==> src/rtl/ifns_pkg.sv <==
// Shared widths, IFNS codeword weights and arbiter state encoding.
package ifns_pkg;

  localparam int unsigned DATA_W = 8;
  localparam int unsigned CW_W   = 11;
  localparam int unsigned CNT_W  = 8;

  localparam int unsigned W11 = 144;
  localparam int unsigned W10 = 55;
  localparam int unsigned W9  = 34;
  localparam int unsigned W8  = 21;
  localparam int unsigned W7  = 13;
  localparam int unsigned W6  = 8;
  localparam int unsigned W5  = 5;
  localparam int unsigned W4  = 3;
  localparam int unsigned W3  = 2;
  localparam int unsigned W2  = 1;
  localparam int unsigned W1  = 1;

  typedef enum logic {ARB_IDLE, ARB_OWN} arb_state_e;

endpackage

==> src/rtl/encoderIFNS_8di_core.sv <==
// Combinational 8-bit to 11-bit IFNS crosstalk-avoidance encoder.
module encoderIFNS_8di_core
  import ifns_pkg::*;
(
  input  logic [DATA_W-1:0] data,
  output logic [CW_W-1:0]   code_c
);

  localparam logic [DATA_W-1:0] WT [CW_W] = '{
    8'(W1), 8'(W2), 8'(W3), 8'(W4), 8'(W5), 8'(W6),
    8'(W7), 8'(W8), 8'(W9), 8'(W10), 8'(W11)
  };

  // LOW[k] is the largest value the bits below d(k+1) can still represent.
  localparam logic [DATA_W-1:0] LOW [CW_W] = '{
    8'd0,
    8'(W1),
    8'(W1 + W2),
    8'(W1 + W2 + W3),
    8'(W1 + W2 + W3 + W4),
    8'(W1 + W2 + W3 + W4 + W5),
    8'(W1 + W2 + W3 + W4 + W5 + W6),
    8'(W1 + W2 + W3 + W4 + W5 + W6 + W7),
    8'(W1 + W2 + W3 + W4 + W5 + W6 + W7 + W8),
    8'(W1 + W2 + W3 + W4 + W5 + W6 + W7 + W8 + W9),
    8'(W1 + W2 + W3 + W4 + W5 + W6 + W7 + W8 + W9 + W10)
  };

  logic [DATA_W-1:0] rem;
  logic              prev;
  logic              b;

  // Greedy MSB-first; inside the overlap band the bit follows its upper neighbour.
  always_comb begin
    rem    = data;
    prev   = 1'b0;
    b      = 1'b0;
    code_c = '0;
    for (int k = int'(CW_W) - 1; k >= 0; k--) begin
      if (rem > LOW[k]) begin
        b = 1'b1;
      end else if (rem < WT[k]) begin
        b = 1'b0;
      end else begin
        b = prev;
      end
      code_c[k] = b;
      if (b) begin
        rem = rem - WT[k];
      end
      prev = b;
    end
  end

endmodule

==> src/rtl/ifns_enc_arbiter.sv <==
// Round-robin burst arbiter sharing one IFNS encoder onto a registered TSV-bus port.
module ifns_enc_arbiter
  import ifns_pkg::*;
#(
  parameter int unsigned NREQ     = 4,
  parameter int unsigned MAXBURST = 16,
  parameter int unsigned TAGW     = $clog2(NREQ)
) (
  input  logic                   clk,
  input  logic                   rst,
  input  logic [NREQ-1:0]        req_valid,
  input  logic [NREQ*DATA_W-1:0] req_data,
  input  logic [NREQ-1:0]        req_last,
  output logic [NREQ-1:0]        req_ready,
  output logic [CW_W-1:0]        bus_d,
  output logic                   bus_valid,
  output logic [TAGW-1:0]        bus_tag,
  output logic                   bus_last,
  input  logic                   bus_ready
);

  localparam logic [CNT_W-1:0] CAP      = CNT_W'(MAXBURST - 1);
  localparam logic [TAGW-1:0]  LAST_IDX = TAGW'(NREQ - 1);

  arb_state_e        state;
  logic [TAGW-1:0]   ptr;
  logic [TAGW-1:0]   owner;
  logic [CNT_W-1:0]  cnt;

  logic [TAGW-1:0]   winner;
  logic              any_valid;
  logic [TAGW-1:0]   sel;
  logic              can_load;
  logic              xfer;
  logic              sel_last;
  logic [DATA_W-1:0] sel_data;
  logic [CW_W-1:0]   enc_code;
  int unsigned       idx;

  function automatic logic [TAGW-1:0] wrap_inc(input logic [TAGW-1:0] i);
    return (i == LAST_IDX) ? '0 : i + TAGW'(1);
  endfunction

  // First valid requester at or after ptr; scanning downward lets the nearest one win.
  always_comb begin
    winner    = ptr;
    any_valid = 1'b0;
    idx       = 0;
    for (int i = int'(NREQ) - 1; i >= 0; i--) begin
      idx = (32'(ptr) + 32'(i)) % NREQ;
      if (req_valid[idx]) begin
        winner    = TAGW'(idx);
        any_valid = 1'b1;
      end
    end
  end

  always_comb begin
    can_load  = !bus_valid || bus_ready;
    sel       = (state == ARB_OWN) ? owner : winner;
    req_ready = '0;
    if (!rst && can_load) begin
      if (state == ARB_OWN) begin
        req_ready[owner] = 1'b1;
      end else if (any_valid) begin
        req_ready[winner] = 1'b1;
      end
    end
    xfer     = |(req_valid & req_ready);
    sel_last = req_last[sel];
    sel_data = req_data[32'(sel) * DATA_W +: DATA_W];
  end

  encoderIFNS_8di_core u_enc (
    .data   (sel_data),
    .code_c (enc_code)
  );

  always_ff @(posedge clk) begin
    if (rst) begin
      state     <= ARB_IDLE;
      ptr       <= '0;
      owner     <= '0;
      cnt       <= '0;
      bus_d     <= '0;
      bus_valid <= 1'b0;
      bus_tag   <= '0;
      bus_last  <= 1'b0;
    end else begin
      // Output slot: load on transfer, otherwise drain while holding the wires.
      if (xfer) begin
        bus_d     <= enc_code;
        bus_tag   <= sel;
        bus_last  <= sel_last;
        bus_valid <= 1'b1;
      end else if (bus_ready) begin
        bus_valid <= 1'b0;
      end

      case (state)
        ARB_IDLE: begin
          if (xfer) begin
            if (sel_last) begin
              ptr <= wrap_inc(winner);
            end else begin
              state <= ARB_OWN;
              owner <= winner;
              cnt   <= CNT_W'(1);
            end
          end
        end
        ARB_OWN: begin
          if (xfer) begin
            if (sel_last || cnt == CAP) begin
              state <= ARB_IDLE;
              ptr   <= wrap_inc(owner);
            end else begin
              cnt <= cnt + CNT_W'(1);
            end
          end
        end
        default: state <= ARB_IDLE;
      endcase
    end
  end

endmodule

==> config.mk <==
export PLATFORM = sky130hd
export DESIGN_NAME = ifns_enc_arbiter
export DESIGN_NICKNAME = d
export VERILOG_FILES = /design/src/rtl/ifns_pkg.sv /design/src/rtl/encoderIFNS_8di_core.sv /design/src/rtl/ifns_enc_arbiter.sv
export SDC_FILE = /design/constraint.sdc
export NUM_CORES = 1
export LEC_CHECK = 0
export ABC_AREA = 0
export BUFFER_PORTS_ARGS = -buffer_cell sky130_fd_sc_hd__buf_2
export CORE_UTILIZATION = 55
export CTS_CLUSTER_DIAMETER = 30
export DETAILED_ROUTE_END_ITERATION = 8
export PLACE_DENSITY = 0.76
export SYNTH_ARGS = -nofsm -noshare
export SYNTH_HDL_FRONTEND = slang
export SYNTH_SLANG_ARGS = --single-unit
export TNS_END_PERCENT = 100
==> constraint.sdc <==
create_clock -name clk -period 37.2 [get_ports clk]
set_input_delay 0 -clock clk [delete_from_list [all_inputs] [get_ports clk]]
set_output_delay 0 -clock clk [all_outputs]
set_load 0.02 [all_outputs]
# Word-level counts from Yosys, hierarchy flattened
# Cells that the tools add are included.
# totals
out_inout_bits	19
in_bits	43
elab_cells	155
reg_bits	28
# op_classes
n_bitwise	3
reduce_logical	12
n_eq_ne	9
muxes	76
shift	1
addsub	16
magnitude_cmp	30
# op_table
op	count
$mux 8	14
$mux 1	38
$shiftx 32x6->8	1
$mux 2	11
$lt 2x3->1 const B	7
$gt 8x1->1 const B	2
$gt 8x3->1 const B	2
$gt 8x6->1 const B	2
$lt 8x1->1 const B	2
$lt 8x2->1 const B	2
$lt 8x4->1 const B	2
$lt 8x6->1 const B	2
$pmux 8 s2	1
$sub 8x2->8 const B	2
$sub 8x4->8 const B	2
$sub 8x6->8 const B	2
$mux 4	3
$bmux 1 s2	5
$add 8x1->8 const B	1
$eq 8x4->1 const B	1
$gt 8x2->1 const B	1
$gt 8x4->1 const B	1
$gt 8x5->1 const B	1
$gt 8x7->1 const B	1
other kinds (25)	41

# Longest topological paths before layout
# logic_depth
depth_word	51
depth_mapped	61

# Hierarchy
# Synthesis repeated with hierarchy kept, for this count alone.
# hier_totals
hier_cells	640
hier_area_um2	4873.4
# by_module_without_submodules
mod	seq_area_each_um2	n_inst	area_per_inst_um2	cells_per_inst
encoderIFNS_8di_core	0.0	1	3036.7	415
ifns_enc_arbiter	560.5	1	1836.8	225

# Worst setup path after synthesis
# No wires, ideal clock.
# synth_timing
path_kind	reg-to-reg
startpoint	reg ptr[1]
endpoint	reg bus_d[0]
stages_incl_launch_ff	59
path_slack_ns	25.456
n_path_buf	4
arrival_time_ns	11.670
period_less_slack_ns	11.744
cell_sequence	dfxtp_1 or3b_1 o211ai_1 o31ai_1 buf_2 o211a_1 nor2_1 inv_2 ha_1 o2111a_1 a21o_2 a311oi_2 a2bb2oi_1 nand2_1 o311ai_4 nand2b_1 a21oi_1 xnor2_1 (+23 left out) ha_1 inv_1 o211ai_1 a211oi_1 o21ai_0 nor2_1 nand2_1 and2_1 ha_1 inv_1 nor3_1 a41o_1 o32a_1 xnor2_1 o21ai_0 o311ai_0 or4b_1 a31oi_1
# synth_between
elab_chain_len	51
# synth_rtl
item	line	rtl
start: declaration	ifns_enc_arbiter.sv:26	logic [TAGW-1:0] ptr;
start signal: assignment	ifns_enc_arbiter.sv:104	ptr <= wrap_inc(winner);
start signal: assignment	ifns_enc_arbiter.sv:116	ptr <= wrap_inc(owner);
$add 2x2->2	ifns_enc_arbiter.sv:50	idx = (32'(ptr) + 32'(i)) % NREQ;
$bmux 1 s2	ifns_enc_arbiter.sv:51	if (req_valid[idx]) begin
$mux 1 (not written as such)	ifns_enc_arbiter.sv:51	
$mux 2 (4 in a row)	ifns_enc_arbiter.sv:51	
$mux 2	ifns_enc_arbiter.sv:60	sel = (state == ARB_OWN) ? owner : winner;
$shiftx 32x6->8	ifns_enc_arbiter.sv:71	sel_data = req_data[32'(sel) * DATA_W +: DATA_W];
$gt 8x8->1	encoderIFNS_8di_core.sv:40	if (rem > LOW[k]) begin
$mux 1	encoderIFNS_8di_core.sv:40	
(+32 left out)	n/a	
$mux 8	encoderIFNS_8di_core.sv:48	if (b) begin
$lt 8x1->1	encoderIFNS_8di_core.sv:42	end else if (rem < WT[k]) begin
$mux 1	encoderIFNS_8di_core.sv:42	
$mux 1	encoderIFNS_8di_core.sv:40	
$mux 8	encoderIFNS_8di_core.sv:48	
$lt 8x1->1	encoderIFNS_8di_core.sv:42	
$mux 1	encoderIFNS_8di_core.sv:42	
$mux 1	encoderIFNS_8di_core.sv:40	
end signal: assignment	ifns_enc_arbiter.sv:92	bus_d <= enc_code;
end: declaration	ifns_enc_arbiter.sv:15	output logic [CW_W-1:0] bus_d,
# Parallel ways exist; a longest one is shown, timed or not. The select of a mux whose other input is x is not followed.
# A chain may end at the register's enable or synchronous reset.

# Final worst setup path
# layout_timing
startpoint	reg state
endpoint	reg bus_d[0]
# layout_between
elab_chain_len	44
# layout_rtl
item	line	rtl
start: declaration	ifns_enc_arbiter.sv:25	arb_state_e state;
start signal: assignment	ifns_enc_arbiter.sv:81	state <= ARB_IDLE;
start signal: assignment	ifns_enc_arbiter.sv:106	state <= ARB_OWN;
start signal: assignment	ifns_enc_arbiter.sv:115	state <= ARB_IDLE;
$mux 2	ifns_enc_arbiter.sv:60	
$shiftx 32x6->8	ifns_enc_arbiter.sv:71	
$gt 8x8->1	encoderIFNS_8di_core.sv:40	
$mux 1	encoderIFNS_8di_core.sv:40	
$mux 8	encoderIFNS_8di_core.sv:48	
$lt 8x6->1	encoderIFNS_8di_core.sv:42	
$mux 1	encoderIFNS_8di_core.sv:42	
$mux 1	encoderIFNS_8di_core.sv:40	
(+28 left out)	n/a	
$mux 8	encoderIFNS_8di_core.sv:48	
$lt 8x1->1	encoderIFNS_8di_core.sv:42	
$mux 1	encoderIFNS_8di_core.sv:42	
$mux 1	encoderIFNS_8di_core.sv:40	
$mux 8	encoderIFNS_8di_core.sv:48	
$lt 8x1->1	encoderIFNS_8di_core.sv:42	
$mux 1	encoderIFNS_8di_core.sv:42	
$mux 1	encoderIFNS_8di_core.sv:40	
# Parallel ways exist; a longest one is shown, timed or not.

==> results.tsv <==
stage	metric	value	unit
worst_setup_path	Max stage delay cell, worst path	a41oi_2	
logic_synthesis	Main synth FF type	dfxtp_1	
worst_setup_path	Crit Path Class	reg -> reg	
route	DRT iter0 DRCs	464	
logic_synthesis	asr flop ratio synth	0	
worst_setup_path	r2r setup slk	22.52	ns
timing	unrepaired setup endpoints after global routing	no	
clock_tree	Root Buffer	clkbuf_8	
logic_synthesis	synthesized net count	834	
logic_synthesis	Post-Synth Adder-Cell Area	0.0509	
die	initial core utilization	0.573	
worst_setup_path	most used cell, CP	ha_1	
logic_synthesis	sequential fraction of the synthesis area	0.0991	
flow_run	max_cap viols	0	
final_layout	Final nets	875	
logic_synthesis	Ys Warns	0	
route	uppermost routed layer	met4	
route	Vias	6543	
logic_synthesis	top cells by count, synth	nor2_1 (76), nand2_1 (62), a21oi_1 (48), inv_1 (31), nor3_1 (29)	
die	Core ar.	0.00986	mm2
clock_tree	Post-CTS Resized	0	
clock_tree	setup bufs post-CTS	0	
logic_synthesis	leading area contributor after synthesis	dfxtp_1	
logic_synthesis	Synth Cell Area	0.00566	mm2
worst_setup_path	CP endpoint kind	register	
timing	slew margin rel.	0.405	
worst_setup_path	Worst Path Arrival	14.90	ns
logic_synthesis	Avg Inst Size Synth	7.37	um2
die	die width	103	um
timing	final setup vio count	0	
logic_synthesis	Yosys top cell area share	0.0991	
clock_tree	Num Clock Sinks	28	
place	final RePlAce weighted congestion	0.963	
route	antenna-violating nets left	0	
logic_synthesis	Synth area leaders	dfxtp_1 (9.9%), ha_1 (5.1%), nor2_1 (5.0%)	
logic_synthesis	post-synthesis compound-gate area fraction	0.462	
timing	Fin Clk Skew	0.00555	ns
final_layout	layout cell share with drive strength beyond 1	0.171	
clock_tree	maximum buffer depth of the clock tree	2	
timing	crit path time final	14.68	ns
logic_synthesis	count of different cell masters after synthesis	110	
global_route	first-pass GRT wire length	28000	um
clock_tree	H-tree Lvls	1	
route	wire length on met2	8150	um
route	# DRC	0	
logic_synthesis	Post-Syn Instances	768	
route	DR WL/cell	18.8	um
clock_tree	Clock Latency Late Sink	0.28	ns
logic_synthesis	number of synthesized register bits	28	
die	Boundary Pins	62	
route	via-per-instance ratio	6.95	
die	Die Area	0.0107	mm2
logic_synthesis	xor/xnor share of the synthesized area	0.0458	
timing	Tightest Pin Transition	0.890	ns
worst_hold_path	Hold Crit Class	in -> reg	
die	# rows	36	
logic_synthesis	largest family of logic cells by synthesized area	compound AO/OA/AOI/OAI gates	
global_route	gr usage total	0.323	
run_status	outcome	finished clean	
logic_synthesis	Synth Area in Simple Gates	0.262	
place	Buffers on Ports	61	
worst_setup_path	Worst EP required	37.42	ns
logic_synthesis	multiplexer share of the synthesized area	0.0321	
place	DPL Wire Length	13900	um
final_layout	area grow syn2layout	7.41	%
global_route	initial antenna violation count	0	
global_route	grt ovf	0	
logic_synthesis	most common cell in the synthesized netlist	nor2_1	
clock_tree	number of CTS-inserted buffers	3	
clock_tree	hold-fix buffers at CTS	0	
worst_setup_path	crit-path max cell delay	0.82	ns
timing	setup TNS	0	ns
route	WL final	17700	um
route	met3 wire length	1220	um
global_route	vias in the first global route	5762	
die	Die Span Y	103	um
clock_tree	clock-pin slew on the worst setup and hold paths	0.10	ns
timing	Fmax	68.1	MHz
timing	Period Utilization, post-route	0.395	
final_layout	antenna fix cells	0	
worst_setup_path	CP max FO	20	
global_route	largest net degree at the start of global routing	28	
route	Initial DRT Pass Iterations	5	
worst_setup_path	startpoint type of the worst setup path	register	
route	Post-Route M1 WL	7790	um
timing	Max Transition Viols Final	0	
timing	hold violation total from the final report	0	
clock_tree	CTS tree	done	
logic_synthesis	number of flops mapped to enable cells by yosys	0	
path summary, 6_finish.rpt:
path                                            start  cells past startpoint                     end
worst max-delay path                 state$_SDFF_PP0_                     52   bus_d[0]$_SDFFE_PP0P_
worst min-delay path                        bus_ready                      3  bus_valid$_SDFFE_PP0P_
worst max register to register       state$_SDFF_PP0_                     52   bus_d[0]$_SDFFE_PP0P_
worst min register to register  bus_last$_SDFFE_PP0P_                      2   bus_last$_SDFFE_PP0P_
sequential cells by signal, summed over array words and instances, names as in the netlist:
register / cells
state: 1
owner: 2
bus_last: 1
ptr: 2
bus_tag: 2
cnt: 8
bus_d: 11
bus_valid: 1
cells in the final DEF, fill, tap and decap left out, drive strengths merged, types with 10 or more instances in the layout:
master / instances
ha: 23
o211ai: 16
o22ai: 10
a21oi: 49
a22oi: 13
nor4: 11
or3: 13
or2: 10
a211oi: 30
o21ai: 38
nand3: 25
a21o: 10
o31ai: 13
dfxtp: 28
nor3: 36
a31oi: 20
inv: 33
nor2: 77
buf: 64
xnor2: 19
nand2: 62
and2: 10
critical path: cells and delay by family, from the launching register on:
kind / cells / cell delay, ns
buf+inv: 4 / 0.95
compound gates: 23 / 6.31
xor+xnor: 5 / 1.53
flops: 1 / 0.77
simple gates: 14 / 3.25
fa+ha+maj: 6 / 1.77
stage by stage:
| step | hold slack, ns | worst slack, ns | util | instance area (um2) | instances |
|---|---|---|---|---|---|
| floorplan | 0.0721 | 25.46 | - | 5660 | 768 |
| global placement | 0.298 | 23.53 | 0.609 | 6000 | 937 |
| detailed placement | 0.317 | 22.95 | 0.609 | 6000 | 937 |
| CTS | 0.0167 | 22.87 | 0.616 | 6080 | 941 |
| global route | 0.0470 | 21.36 | 0.616 | 6080 | 941 |
| finish | 0.0181 | 22.52 | 0.616 | 6080 | 941 |
logic make-up (layout without fill, tap and decap cells):
logic type | after synthesis | count (layout)
xor+xnor | 28 | 28
compound gates | 323 | 323
flops | 28 | 28
buf+inv | 62 | 102
mux | 16 | 16
simple gates | 288 | 288
fa+ha+maj | 23 | 23
routing by layer:
metal | up-vias | global-route usage
met3 | 49 | 0.0228
li1 | 3114 | -
met2 | 343 | 0.556
met5 | - | 0
met1 | 3037 | 0.432
met4 | 0 | 0.0975
final cells by class:
class	count	area (um2)
clock buffers	3	41.3
clock inverters	1	30.0
fillers	890	3790
inverters	34	128
multi-input cells	678	4820
flip-flops and latches	28	561
well taps	133	166
repair buffers	64	328
Power is not shown: default switching activity piles up to over one toggle a cycle in this logic, so the estimate is an artifact.
